===== src/rtl/uart_rx.sv =====
// UART receiver: oversamples rxd on bclkx8 ticks, qualifies the start bit and samples
// DBITS data bits (LSB first) plus one stop bit at mid-bit, reporting one-clk status pulses.
module uart_rx #(
    parameter int OVS   = 8,
    parameter int DBITS = 8
) (
    input  logic             clk,
    input  logic             rst,
    input  logic             bclkx8,
    input  logic             rxd,
    input  logic             rdrf,
    output logic [DBITS-1:0] rdr,
    output logic             setrdrf,
    output logic             setoe,
    output logic             setfe
);
    localparam int CW = $clog2(OVS);
    localparam int BW = $clog2(DBITS + 1);

    typedef enum logic [1:0] {IDLE, START, RECV} state_t;

    state_t           state_q, state_d;
    logic [CW-1:0]    ct1_q, ct1_d;
    logic [BW-1:0]    ct2_q, ct2_d;
    logic [DBITS-1:0] rsr_q, rsr_d;
    logic [DBITS-1:0] rdr_q, rdr_d;
    logic             setrdrf_q, setrdrf_d;
    logic             setoe_q, setoe_d;
    logic             setfe_q, setfe_d;
    logic [1:0]       sync_q;
    logic             bclk_d_q;
    logic             rxs, tick;

    assign rxs  = sync_q[1];
    assign tick = bclkx8 & ~bclk_d_q;

    // Synchroniser resets to the idle-high line level so reset never looks like a start bit
    always_ff @(posedge clk or posedge rst) begin
        if (rst) begin
            sync_q   <= 2'b11;
            bclk_d_q <= 1'b0;
        end else begin
            sync_q   <= {sync_q[0], rxd};
            bclk_d_q <= bclkx8;
        end
    end

    always_ff @(posedge clk or posedge rst) begin
        if (rst) begin
            state_q   <= IDLE;
            ct1_q     <= '0;
            ct2_q     <= '0;
            rsr_q     <= '0;
            rdr_q     <= '0;
            setrdrf_q <= 1'b0;
            setoe_q   <= 1'b0;
            setfe_q   <= 1'b0;
        end else begin
            state_q   <= state_d;
            ct1_q     <= ct1_d;
            ct2_q     <= ct2_d;
            rsr_q     <= rsr_d;
            rdr_q     <= rdr_d;
            setrdrf_q <= setrdrf_d;
            setoe_q   <= setoe_d;
            setfe_q   <= setfe_d;
        end
    end

    always_comb begin
        state_d   = state_q;
        ct1_d     = ct1_q;
        ct2_d     = ct2_q;
        rsr_d     = rsr_q;
        rdr_d     = rdr_q;
        setrdrf_d = 1'b0;
        setoe_d   = 1'b0;
        setfe_d   = 1'b0;
        if (tick) begin
            unique case (state_q)
                IDLE: begin
                    if (!rxs) begin
                        state_d = START;
                        ct1_d   = '0;
                    end
                end
                START: begin
                    if (rxs) begin
                        state_d = IDLE;
                        ct1_d   = '0;
                    end else if (ct1_q == CW'(OVS/2 - 1)) begin
                        state_d = RECV;
                        ct1_d   = '0;
                        ct2_d   = '0;
                    end else begin
                        ct1_d = ct1_q + 1'b1;
                    end
                end
                RECV: begin
                    if (ct1_q != CW'(OVS - 1)) begin
                        ct1_d = ct1_q + 1'b1;
                    end else if (ct2_q != BW'(DBITS)) begin
                        ct1_d = '0;
                        rsr_d = {rxs, rsr_q[DBITS-1:1]};
                        ct2_d = ct2_q + 1'b1;
                    end else begin
                        // Stop-bit sample: data is delivered even on a framing error
                        rdr_d     = rsr_q;
                        setrdrf_d = 1'b1;
                        setfe_d   = ~rxs;
                        setoe_d   = rdrf;
                        ct1_d     = '0;
                        ct2_d     = '0;
                        state_d   = IDLE;
                    end
                end
                default: state_d = IDLE;
            endcase
        end
    end

    assign rdr     = rdr_q;
    assign setrdrf = setrdrf_q;
    assign setoe   = setoe_q;
    assign setfe   = setfe_q;
endmodule


===== config.mk =====
export PLATFORM = sky130hd
export DESIGN_NAME = uart_rx
export DESIGN_NICKNAME = d
export VERILOG_FILES = /design/src/rtl/uart_rx.sv
export SDC_FILE = /design/constraint.sdc
export NUM_CORES = 1
export LEC_CHECK = 0
export BUFFER_PORTS_ARGS = -buffer_cell sky130_fd_sc_hd__buf_2
export CORE_ASPECT_RATIO = 0.9
export CORE_UTILIZATION = 40
export CTS_CLUSTER_DIAMETER = 120
export DETAILED_ROUTE_END_ITERATION = 10
export PLACE_DENSITY = 0.67
export SLEW_MARGIN = 20
export SYNTH_ARGS = -nofsm -noshare
export SYNTH_HDL_FRONTEND = slang
export SYNTH_SLANG_ARGS = --single-unit

===== constraint.sdc =====
create_clock -name clk -period 2.5 [get_ports clk]
set_input_delay 0.75 -clock clk [delete_from_list [all_inputs] [get_ports clk]]
set_output_delay 0.75 -clock clk [all_outputs]
set_load 0.02 [all_outputs]

==> impl_metrics.json <==
{
  "synth_top_family_by_area": "multiplexers",
  "post_cts_resize_count": 0,
  "final.fill_count": 307,
  "ctsHoldBuffers": 0,
  "final_cell_mix": "dfrtp_1, mux2_2, buf_2, inv_1, ha_1",
  "synthMuxAreaShare_pct": 14.1,
  "synth_compound_area_share_pct": 9.36,
  "grt_util_all_layers_pct": 15.4,
  "cts.htree.levels": 2,
  "cts_made_buffers": 5,
  "grt_max_degree": 32,
  "final_max_slew_viol_count": 0,
  "routed_wl_um": 2490,
  "slew_headroom_pct": 74.8,
  "worstSetupEndpointType": "flip-flop",
  "regArea_um2": 778,
  "clock_latency_ns": 0.27,
  "fin_nets": 156,
  "cts_tree": "built",
  "rsz0062_at_grt": "false",
  "drive_gt1_share_pct": 34.5,
  "synth-main-ff-cell": "dfrtp_1",
  "antenna_found_initial": 0,
  "syn_to_final_growth_pct": 17.2,
  "die_area_um2": 3990,
  "firstDrtPassIters": 4,
  "power_density_nw_per_um2": 869,
  "synth_cells": 118,
  "synth-seq-cells": 31,
  "worst-setup-path-type": "flip-flop to flip-flop",
  "final_common_cell": "dfrtp_1",
  "setup_violations": 0,
  "io_pins": 16,
  "r2r_slack_ns": 0.51,
  "cp_num_buf_inv": 0,
  "gp_congestion": 0.927,
  "synth.net_count": 133,
  "vdd_drop_max_mv": 0.579,
  "maxCapViolCount": 0,
  "period_minus_slack_ns": 1.99,
  "via_per_inst": 5.26,
  "power.leakage_nw": 0.899,
  "critical-path-max-stage-delay_ns": 0.42,
  "post-route-period-util_pct": 79.4,
  "rows": 20,
  "crit_slowest_cell": "a2111oi_4",
  "post-cts-setup-buffer-count": 0,
  "yosys_warnings": 0,
  "fp.coreArea_um2": 3480,
  "grt_pass1_wl_um": 4480,
  "grt_pass1_vias": 977,
  "r2r_start": "ct1_q[0]$_DFFE_PP0P_",
  "hpwl_um": 1840,
  "fin_setup_tns_ns": 0,
  "cp_max_fo": 4,
  "grt_remaining_overflow": 0,
  "multiInputGateArea_um2": 668,
  "synth_edf_count": 0,
  "worstSetupPathDepth": 6,
  "synth_fa_ha_area_share_pct": 8.36,
  "yosysSeqAreaShare_pct": 52.0,
  "drtAntennaViolNets": 0,
  "r2r_end": "ct2_q[3]$_DFFE_PP0P_",
  "drtIter0Drc": 45,
  "whs_ns": 0.361,
  "cts.sinks": 31,
  "drc": 0,
  "startpoint": "ct1_q[0]$_DFFE_PP0P_",
  "cp-endpoint": "ct2_q[3]$_DFFE_PP0P_",
  "routedWlPerCell_um": 13.4,
  "die_h_um": 60.0,
  "avgSynthCellArea_um2": 12.7,
  "min_path_type": "flip-flop to flip-flop",
  "antennaDiodeCount": 0,
  "yosysUniqueCellTypes": 36,
  "syn_area_um2": 1500,
  "synth_xor_area_share_pct": 0,
  "cp.required_ns": 2.66,
  "cts_root_buf": "clkbuf_8",
  "clk_path_buf_depth": 2,
  "worstPathArrival_ns": 2.15,
  "max_freq_mhz": 504,
  "hold_viol": 0,
  "finalClockSkew_ns": 0.00296,
  "tightest_slew_ns": 0.378,
  "synth_async_sr_flop_share_pct": 100,
  "vias": 979,
  "start_util_pct": 43.0,
  "reg2reg_depth": 6,
  "synth-simple-area-share_pct": 12.8,
  "crit_path_frequent_cell": "ha_1",
  "status": "finished clean",
  "port_buffers": 15,
  "fp.dieW_um": 66.5,
  "path_cells": "ha_1 > ha_1 > nand2b_4 > a2111oi_4 > a21bo_1 > a21o_1",
  "startpoint_type": "flip-flop",
  "crit_family": "compound AO/OA/AOI/OAI gates",
  "path_clk_slew_ns": 0.06
}
==> cell families after synthesis <==
kind of cell,Yosys count
flip-flops,31
multiplexers,19
AO/OA/AOI/OAI,17
adder cells (fa/ha/maj),10
AND/OR/NAND/NOR,29
buffers and inverters,12
==> per-stage QoR <==
step | area (µm²) | std cells | setup slack, ns | total power [mW] | util [%]
3_5_place_dp | 1640 | 178 | 0.456 | 1.03 | 47.1
5_1_grt | 1750 | 186 | 0.428 | 1.62 | 50.4
4_1_cts | 1750 | 186 | 0.505 | 1.54 | 50.4
6_report | 1750 | 186 | 0.514 | 1.53 | 50.4
3_3_place_gp | 1640 | 178 | 0.513 | 1.01 | 47.1
2_1_floorplan | 1500 | 118 | 0.665 | 0.941 | -
==> cell usage after synthesis (all sizes together) (2+ instances only) <==
master	number	share of area (%)
a211oi	2	1.3
buf	2	0.84
dfrtp	29	48
dfstp	2	3.5
ha	10	8.4
inv	10	2.5
mux2	17	13
mux2i	2	1.3
nand2	2	0.50
nand2b	5	2.6
nand3	7	2.7
nand4	2	0.84
nor2	4	1.5
nor2b	4	1.7
o21ai	6	2.0
==> area by class of cell <==
cell class | count | share of cell area, %
Inverter | 10 | 2.14
Tap cell | 44 | 3.14
Sequential cell | 31 | 44.4
Multi-Input combinational cell | 75 | 38.1
Timing Repair Buffer | 18 | 5.56
Clock buffer | 6 | 4.71
Clock inverter | 2 | 2.00
==> state kept, by name, summed over array words and instances (netlist names) <==
name / flops
ct1_q: 3
setrdrf: 1
rdr: 8
ct2_q: 4
setoe: 1
setfe: 1
state_q: 2
sync_q: 2
rsr_q: 8
bclk_d_q: 1
==> where the power goes <==
group | leakage, nW | internal (mW) | switching [mW]
combinational | 0.437 | 0.161 | 0.213
clock | 0.0612 | 0.322 | 0.176
sequential | 0.401 | 0.586 | 0.0672
total | 0.899 | 1.07 | 0.456
==> worst min-delay path by stage <==
stage                                      to  slack [ns]  cells after the start                 from
after floorplan           sync_q[1]$_DFF_PP1_        0.35                      0  sync_q[0]$_DFF_PP1_
after global placement    sync_q[1]$_DFF_PP1_        0.35                      0  sync_q[0]$_DFF_PP1_
after detailed placement  sync_q[1]$_DFF_PP1_        0.35                      0  sync_q[0]$_DFF_PP1_
after CTS                 sync_q[1]$_DFF_PP1_        0.36                      0  sync_q[0]$_DFF_PP1_
after global routing      sync_q[1]$_DFF_PP1_        0.37                      0  sync_q[0]$_DFF_PP1_
final                     sync_q[1]$_DFF_PP1_        0.36                      0  sync_q[0]$_DFF_PP1_
==> per-layer routing <==
metal	up-vias	GRT usage, %	part of all wire, %
met1	491	19.4	48
met4	0	5.47	0.76
met5	-	0	0
met3	2	4.58	3.7
li1	463	-	-
met2	23	25.4	47
Note: power is estimated with default switching activity, not from simulation.
